<file path="src/rtl/csr_ctrl_pkg.sv">
// Shared types and constants for the CSR access controller.
package csr_ctrl_pkg;

  typedef enum logic [1:0] {
    StIdle = 2'd0,
    StReq  = 2'd1,
    StDone = 2'd2
  } state_e;

  localparam logic [1:0] CauseNone    = 2'd0;
  localparam logic [1:0] CauseTarget  = 2'd1;
  localparam logic [1:0] CauseTimeout = 2'd2;
  localparam logic [1:0] CauseIllegal = 2'd3;

  // Bit positions inside req_op / csr_op.
  localparam int unsigned CsrOpR = 1;
  localparam int unsigned CsrOpW = 0;

endpackage

</file>
<file path="src/rtl/csr_access_ctrl.sv">
// Sequences one CSR instruction at a time onto the combinational CSR bus, with
// timeout detection and flush handling that never tears an in-flight access.
module csr_access_ctrl
  import csr_ctrl_pkg::*;
#(
  parameter int unsigned ADDR_WIDTH = 32,
  parameter int unsigned REG_WIDTH  = 32,
  parameter int unsigned TIMEOUT    = 16
) (
  input  logic                  clk,
  input  logic                  rst_n,
  input  logic                  req_valid,
  output logic                  req_ready,
  input  logic [1:0]            req_op,
  input  logic [2:0]            req_funct3,
  input  logic [4:0]            req_imm,
  input  logic [REG_WIDTH-1:0]  req_rs1_val,
  input  logic [ADDR_WIDTH-1:0] req_addr,
  input  logic [4:0]            req_rd,
  input  logic                  flush,
  output logic                  cpl_valid,
  input  logic                  cpl_ready,
  output logic [ADDR_WIDTH-1:0] cpl_rdata,
  output logic [4:0]            cpl_rd,
  output logic                  cpl_exc,
  output logic [1:0]            cpl_cause,
  output logic [1:0]            csr_op,
  output logic [2:0]            csr_funct3,
  output logic [4:0]            csr_imm,
  output logic [REG_WIDTH-1:0]  rs1_val,
  output logic [ADDR_WIDTH-1:0] csr_addr,
  output logic                  csr_valid,
  output logic                  csr_rrsp,
  input  logic [ADDR_WIDTH-1:0] csr_rdata,
  input  logic                  csr_rvalid,
  input  logic                  csr_reg_rsp
);

  localparam int unsigned CntW = $clog2(TIMEOUT) + 1;
  localparam logic [CntW-1:0] CntLast = CntW'(TIMEOUT - 1);

  state_e                state_q, state_d;
  logic [1:0]            op_q, op_d;
  logic [2:0]            funct3_q, funct3_d;
  logic [4:0]            imm_q, imm_d;
  logic [REG_WIDTH-1:0]  rs1_q, rs1_d;
  logic [ADDR_WIDTH-1:0] addr_q, addr_d;
  logic [4:0]            rd_q, rd_d;
  logic [ADDR_WIDTH-1:0] rdata_q, rdata_d;
  logic                  exc_q, exc_d;
  logic [1:0]            cause_q, cause_d;
  logic [CntW-1:0]       cnt_q, cnt_d;
  logic                  flush_pend_q, flush_pend_d;

  logic in_req;
  logic in_done;

  assign in_req  = (state_q == StReq);
  assign in_done = (state_q == StDone);

  always_comb begin
    state_d      = state_q;
    op_d         = op_q;
    funct3_d     = funct3_q;
    imm_d        = imm_q;
    rs1_d        = rs1_q;
    addr_d       = addr_q;
    rd_d         = rd_q;
    rdata_d      = rdata_q;
    exc_d        = exc_q;
    cause_d      = cause_q;
    cnt_d        = cnt_q;
    flush_pend_d = flush_pend_q;

    unique case (state_q)
      StIdle: begin
        if (req_valid) begin
          op_d     = req_op;
          funct3_d = req_funct3;
          imm_d    = req_imm;
          rs1_d    = req_rs1_val;
          addr_d   = req_addr;
          rd_d     = req_rd;
          cnt_d    = '0;
          if (!req_op[CsrOpR] && !req_op[CsrOpW]) begin
            exc_d   = 1'b1;
            cause_d = CauseIllegal;
            rdata_d = '0;
            state_d = StDone;
          end else begin
            state_d = StReq;
          end
        end
      end

      StReq: begin
        // The access keeps running after a flush; only its result is dropped.
        if (flush) flush_pend_d = 1'b1;
        if (csr_rvalid) begin
          rdata_d = csr_reg_rsp ? '0 : csr_rdata;
          exc_d   = csr_reg_rsp;
          cause_d = csr_reg_rsp ? CauseTarget : CauseNone;
          state_d = StDone;
        end else if (cnt_q == CntLast) begin
          rdata_d = '0;
          exc_d   = 1'b1;
          cause_d = CauseTimeout;
          state_d = StDone;
        end else if (cnt_q != '1) begin
          cnt_d = cnt_q + CntW'(1);
        end
      end

      StDone: begin
        if (flush_pend_q || cpl_ready || flush) begin
          state_d      = StIdle;
          op_d         = '0;
          funct3_d     = '0;
          imm_d        = '0;
          rs1_d        = '0;
          addr_d       = '0;
          rd_d         = '0;
          rdata_d      = '0;
          exc_d        = 1'b0;
          cause_d      = CauseNone;
          cnt_d        = '0;
          flush_pend_d = 1'b0;
        end
      end

      default: state_d = StIdle;
    endcase
  end

  always_ff @(posedge clk or negedge rst_n) begin
    if (!rst_n) begin
      state_q      <= StIdle;
      op_q         <= '0;
      funct3_q     <= '0;
      imm_q        <= '0;
      rs1_q        <= '0;
      addr_q       <= '0;
      rd_q         <= '0;
      rdata_q      <= '0;
      exc_q        <= 1'b0;
      cause_q      <= CauseNone;
      cnt_q        <= '0;
      flush_pend_q <= 1'b0;
    end else begin
      state_q      <= state_d;
      op_q         <= op_d;
      funct3_q     <= funct3_d;
      imm_q        <= imm_d;
      rs1_q        <= rs1_d;
      addr_q       <= addr_d;
      rd_q         <= rd_d;
      rdata_q      <= rdata_d;
      exc_q        <= exc_d;
      cause_q      <= cause_d;
      cnt_q        <= cnt_d;
      flush_pend_q <= flush_pend_d;
    end
  end

  assign req_ready  = (state_q == StIdle);

  assign csr_valid  = in_req;
  assign csr_rrsp   = in_req;
  assign csr_op     = in_req ? op_q     : '0;
  assign csr_funct3 = in_req ? funct3_q : '0;
  assign csr_imm    = in_req ? imm_q    : '0;
  assign rs1_val    = in_req ? rs1_q    : '0;
  assign csr_addr   = in_req ? addr_q   : '0;

  assign cpl_valid  = in_done && !flush_pend_q;
  assign cpl_rdata  = cpl_valid ? rdata_q : '0;
  assign cpl_rd     = cpl_valid ? rd_q    : '0;
  assign cpl_exc    = cpl_valid ? exc_q   : 1'b0;
  assign cpl_cause  = cpl_valid ? cause_q : CauseNone;

endmodule
</file>
<file path="config.mk">
export PLATFORM = sky130hd
export DESIGN_NAME = csr_access_ctrl
export DESIGN_NICKNAME = d
export VERILOG_FILES = /design/src/rtl/csr_ctrl_pkg.sv /design/src/rtl/csr_access_ctrl.sv
export SDC_FILE = /design/constraint.sdc
export NUM_CORES = 1
export LEC_CHECK = 0
export CAP_MARGIN = 40
export CORE_MARGIN = 8
export CORE_UTILIZATION = 38
export CTS_BUF_LIST = sky130_fd_sc_hd__clkbuf_16
export DETAILED_ROUTE_END_ITERATION = 8
export PLACE_DENSITY = 0.81
export SLEW_MARGIN = 20
export SYNTH_ARGS = -nofsm -noshare
export SYNTH_HDL_FRONTEND = slang
export SYNTH_SLANG_ARGS = --single-unit
</file>
<file path="constraint.sdc">
create_clock -name clk -period 2.1 [get_ports clk]
set_input_delay 0.21 -clock clk [delete_from_list [all_inputs] [get_ports clk]]
set_output_delay 0.21 -clock clk [all_outputs]
set_load 0.05 [all_outputs]
</file>
### Yosys cells after proc, flatten, opt, wreduce, memory -nomap -nowiden

Cells that the tools add are included.
W data, S select, Z words.

| storage, ports and cells | value |
|---|---|
| bits in registers | 122 |
| word-level logic and storage cells | 95 |

| cells by class | value |
|---|---|
| add/subtract/negate cells | 1 |
| eq/ne operators | 12 |
| muxes and demuxes | 54 |
| reduce and logical (&&, ||, !) cells | 16 |

Operators by type and width:

| cell | count |
|---|---|
| $mux W32 | 11 |
| $pmux W32 S2 | 2 |
| $pmux W32 S3 | 1 |
| $mux W5 | 9 |
| $mux W2 | 11 |
| $pmux W5 S2 | 2 |
| $pmux W5 S3 | 1 |
| $pmux W2 S3 | 2 |
| $mux W3 | 3 |
| $reduce_and A3 Y1 | 3 |
| $mux W1 | 8 |
| $ne A2 B2 Y1 const B | 4 |
| $ne A2 B1 Y1 const B | 3 |
| $pmux W3 S2 | 1 |
| $reduce_and A6 Y1 | 1 |
| $add A5 B1 Y5 const B | 1 |
| $eq A5 B4 Y1 const B | 1 |
| $ne A5 B5 Y1 const B | 1 |
| $reduce_and A5 Y1 | 1 |
| $pmux W2 S2 | 1 |
| $reduce_bool A2 Y1 | 2 |
| $logic_not A1 Y1 | 3 |
| $ne A3 B2 Y1 const B | 1 |
| $pmux W1 S3 | 1 |
| 7 further kinds | 9 |

### Depth between registers and ports, before layout

| logic depth | value |
|---|---|
| word-level depth | 5 |
| gate-level depth with buffers | 9 |

### Least setup slack after synthesis

OpenSTA, ideal clock, no wires.

| timing | value |
|---|---|
| path type | register -> output |
| from | register state_q[1] |
| to | output port csr_addr[24] |
| data arrival time | 2.009 ns |
| data required time | 1.890 ns |
| slack | -0.119 ns |
| stages on the path, launching flop included | 6 |
| path buffers | 3 |
| cell sequence | dfrtp_1 -> buf_4 -> nor2b_1 -> buf_2 -> clkbuf_1 -> and2_1 |

| between the ends | value |
|---|---|
| word-level cells in the longest chain between the ends | 2 |

Ends and longest elaborated chain:

| element | RTL line | RTL |
|---|---|---|
| from (decl) | csr_access_ctrl.sv:42 | `state_e state_q, state_d;` |
| from (signal assigned) | csr_access_ctrl.sv:137 | `state_q <= StIdle;` |
| from (signal assigned) | csr_access_ctrl.sv:150 | `state_q <= state_d;` |
| $eq A2 B1 Y1 | csr_access_ctrl.sv:58 | `assign in_req = (state_q == StReq);` |
| via csr_rrsp | csr_access_ctrl.sv:33 | `output logic csr_rrsp,` |
| $mux W32 | csr_access_ctrl.sv:173 | `assign csr_addr = in_req ? addr_q : '0;` |
| to (decl) | csr_access_ctrl.sv:31 | `output logic [ADDR_WIDTH-1:0] csr_addr,` |

The timed path passes the listed nets, and every way through them passes these cells.

### Worst setup path in the final report

| timing | value |
|---|---|
| from | register cnt_q[1] |
| to | register rdata_q[20] |

| between the ends | value |
|---|---|
| word-level cells in the longest chain between the ends | 3 |

Ends and longest elaborated chain:

| element | RTL line | RTL |
|---|---|---|
| from (decl) | csr_access_ctrl.sv:52 | `logic [CntW-1:0] cnt_q, cnt_d;` |
| from (signal assigned) | csr_access_ctrl.sv:160 | `cnt_q <= cnt_d;` |
| $eq A5 B4 Y1 | csr_access_ctrl.sv:104 | `end else if (cnt_q == CntLast) begin` |
| $ne A3 B2 Y1 (no source line) | -- |  |
| $reduce_and A5 Y1 (no source line) | -- |  |
| to (signal assigned) | csr_access_ctrl.sv:157 | `rdata_q <= rdata_d;` |
| to (decl) | csr_access_ctrl.sv:49 | `logic [ADDR_WIDTH-1:0] rdata_q, rdata_d;` |

No other way between the ends.
A chain may end at the register's enable or synchronous reset.

==> metrics.md <==
| Metric | Value |
|---|---|
| Vias per inst | 5.381 |
| Vias | 4746 |
| Leakage | 0.004536 µW |
| EDFF count, synth | 0 |
| Core Region | 13720 µm² |
| Maximum clock rate | 0.4461 GHz |
| Worst setup path class | reg2reg |
| Clock Pin Slew Worst Setup and Hold Paths | 0.05 ns |
| DR WL/cell | 22.35 µm |
| Relative slew margins | 62.24% |
| I/O pin total | 236 |
| Worst setup margin | -0.1415 ns |
| Final ANT Viol Nets | 0 |
| FF-to-FF Start | cnt_q[1] |
| Number of diodes | 0 |
| Post-Syn Area | 5275 µm² |
| Fin crit share | 106.7% |
| Family with the most delay on the worst path | compound AO/OA/AOI/OAI gates |
| Power density over the cells | 1014 nW/µm² |
| WL final | 19720 µm |
| Syn nets | 567 |
| Final hold violations | 0 |
| Type of origin of the critical path | register |
| Post-synth top flop | dfrtp_1 |
| Die height | 133.8 µm |
| VDD IR max | 0.6549 mV |
| Placed instance count | 835 |
| Pin count of the biggest net entering global routing | 81 |
| First-pass GRT wire length | 28750 µm |
| Fillers | 830 |
| Crit path buf inv count | 2 |
| Maximum clock path buffer count | 2 |
| Clock Tree Root | clkbuf_16 |
| FP Rows | 43 |
| Post-synthesis cell type count | 32 |
| CTS tree | yes |
| HP Class | in2async |
| Yosys warning count | 0 |
| Top cells by area in the synthesized netlist | dfrtp_1 58%, a22o_1 18%, and2_1 14% |
| H-tree depth | 4 |
| Worst Clk Skew | 0.006396 ns |
| Async set or reset register ratio after synthesis | 100.0% |
| Post-layout nets | 810 |
| Min Tclk post-route | 2.242 ns |
| Crit path cell chain | ha_2 -> and3_4 -> ha_4 -> or2_1 -> a222oi_1 -> buf_4 -> clkbuf_16 -> a22o_1 |
| Die width | 133.8 µm |
| Initial antenna violation count | 0 |
| Flop pwr share | 33.6% |
| Sink Count | 122 |
| Sequential fraction of the synthesis area | 57.87% |
| NetSw | 3483 µW |
| Peak fanout along the critical path | 10 |
| Area leader, netlist | dfrtp_1 |
| Worst EP required | 2.44 ns |
| Status | finished, violations left |
| Drt first pass iters | 4 |
| Crit path DAT | 2.58 ns |
| Post-Synthesis Cells | 446 |
| Total gr overflow | 0 |
| Synth top area share | 57.87% |
| Failing checks | setup timing |
| DP Wirelength | 13000 µm |
| Post-Layout Cell Count | 882 |
| Port Buffers | 235 |
| Sw Share | 34.34% |
| Remaining DRCs | 0 |
| Initial DRC count | 242 |
| Total GRT Usage | 20.47% |
| Setup crit start | cnt_q[1] |
| Synth-to-Final Area Change | 89.71% |
| Slowest-stage cell, CP | a222oi_1 |
| Share of layout cells above drive strength 1 | 37.46% |
| Clock power share | 25.5% |
| CP peak stage delay | 0.42 ns |
| Max-cap check violation count | 0 |
| RSZ-0062 raised after global routing | true |
| Vias in the first global route | 5064 |
| Clk_lat worst skew | 0.41 ns |
| Measured slew at the worst slew-check pin | 0.5664 ns |
| Comb power frac | 40.9% |
| WHS | 0.2726 ns |
| Internal Power | 6660 µW |
| Syn Area/Cell | 11.83 µm² |
| RePlAce Congestion | 0.7636 |
| Final setup fails | 35 |
| Initial Util | 38.45% |
| Slew Viols, Final | 0 |
| Worst Setup End Kind | register |
| #FFs+latches synth | 122 |
| Num CTS Buffers | 17 |
| Total Die Area | 17910 µm² |
==> cell families after synthesis <==
family / synth area share [%]
multiplexers: 0.4032
AND/OR/NAND/NOR: 16.84
buffers and inverters: 3.914
adder cells (fa/ha/maj): 0.7117
AO/OA/AOI/OAI: 20.26
flip-flops: 57.87
==> power groups by stage <==
| stage | Clock (µW) | Combinational [µW] | Sequential [µW] |
|---|---|---|---|
| final | 2590 | 4140 | 3410 |
| after floorplan | 0 | 2040 | 3220 |
| after global placement | 0 | 3630 | 3340 |
| after CTS | 2620 | 3820 | 3350 |
| after detailed placement | 0 | 3740 | 3370 |
| after global routing | 2750 | 4350 | 3470 |
==> cells in the mapped netlist (3+ instances only) <==
library cell / number
buf_2: 12
ha_1: 3
dfrtp_1: 122
o21ai_0: 6
nand2_1: 12
nand3_1: 8
and2_1: 114
nor2_1: 5
clkbuf_1: 22
buf_4: 4
a22o_1: 111
==> sequential cells by signal, indices dropped and copies added, names as in the netlist <==
name	flops
funct3_q	3
op_q	2
exc_q	1
flush_pend_q	1
imm_q	5
cause_q	2
rdata_q	32
state_q	2
rd_q	5
rs1_q	32
cnt_q	5
addr_q	32
==> what timing repair did <==
action,in CTS,in global routing
gates cloned,1,6
buffers inserted,3,4
endpoints found under the hold margin,29,0
setup endpoints to repair,150,149
pin swaps,3,22
gates resized for setup,11,82
hold buffers,1,0
==> cell usage in the layout, fill, tap and decap left out, types with 7 or more instances in the layout <==
master	Yosys	layout
clkdlybuf4s50_1	0	116
nand3_1	8	8
and2_4	0	77
dfrtp_1	122	120
and2_1	114	37
nand2_1	12	12
clkinv_2	0	7
buf_4	4	17
a22o_1	111	111
clkbuf_16	0	21
buf_12	0	124
==> layout make-up <==
type / count / area (µm²) / area share, %
Clock buffer: 17 / 425.4 / 4.251
Multi-Input combinational cell: 281 / 2261 / 22.59
Tap cell: 180 / 225.2 / 2.251
Inverter: 1 / 3.754 / 0.03751
Clock inverter: 15 / 96.34 / 0.9627
Sequential cell: 122 / 3055 / 30.53
Timing Repair Buffer: 266 / 3940 / 39.37
==> final timing paths <==
path	slack (ns)	cells past startpoint	to
worst max-delay path	-0.14	8	rdata_q[20]
max in group asynchronous	1.10	3	rs1_q[6]
worst min-delay path	0.27	2	rdata_q[22]
min in group clk	0.40	2	rs1_q[11]
worst min register to register	0.48	2	exc_q
worst max register to register	-0.14	8	rdata_q[20]
==> per-stage QoR <==
| step | util [%] | power (µW) | area [µm²] | TNS (ns) | setup slack (ns) |
|---|---|---|---|---|---|
| 2_1_floorplan | - | 5256 | 5278 | 0 | 0.006082 |
| 3_3_place_gp | 65.73 | 6973 | 9017 | 0 | 0.03909 |
| 3_5_place_dp | 65.73 | 7110 | 9017 | -3.856 | -0.1426 |
| 4_1_cts | 70.21 | 9789 | 9632 | -1.743 | -0.05080 |
| 5_1_grt | 72.94 | 10570 | 10010 | -8.272 | -0.2035 |
| 6_report | 72.94 | 10140 | 10010 | -3.454 | -0.1415 |
==> routing by layer <==
layer | global-route usage, % | part of all wire [%] | vias to the layer above
li1 | - | - | 2084
met1 | 23.61 | 39 | 2397
met2 | 33.04 | 49 | 236
met3 | 9.050 | 9.3 | 29
met4 | 7.486 | 2.0 | 0
met5 | 0 | 0 | -
==> worst register-to-register path: stages, from the launching register on <==
cell	delay, ns
dfrtp_1	0.39
ha_2	0.19
and3_4	0.19
ha_4	0.15
or2_1	0.23
a222oi_1	0.42
buf_4	0.28
clkbuf_16	0.19
a22o_1	0.15
Power figures use the tool's default switching activity.
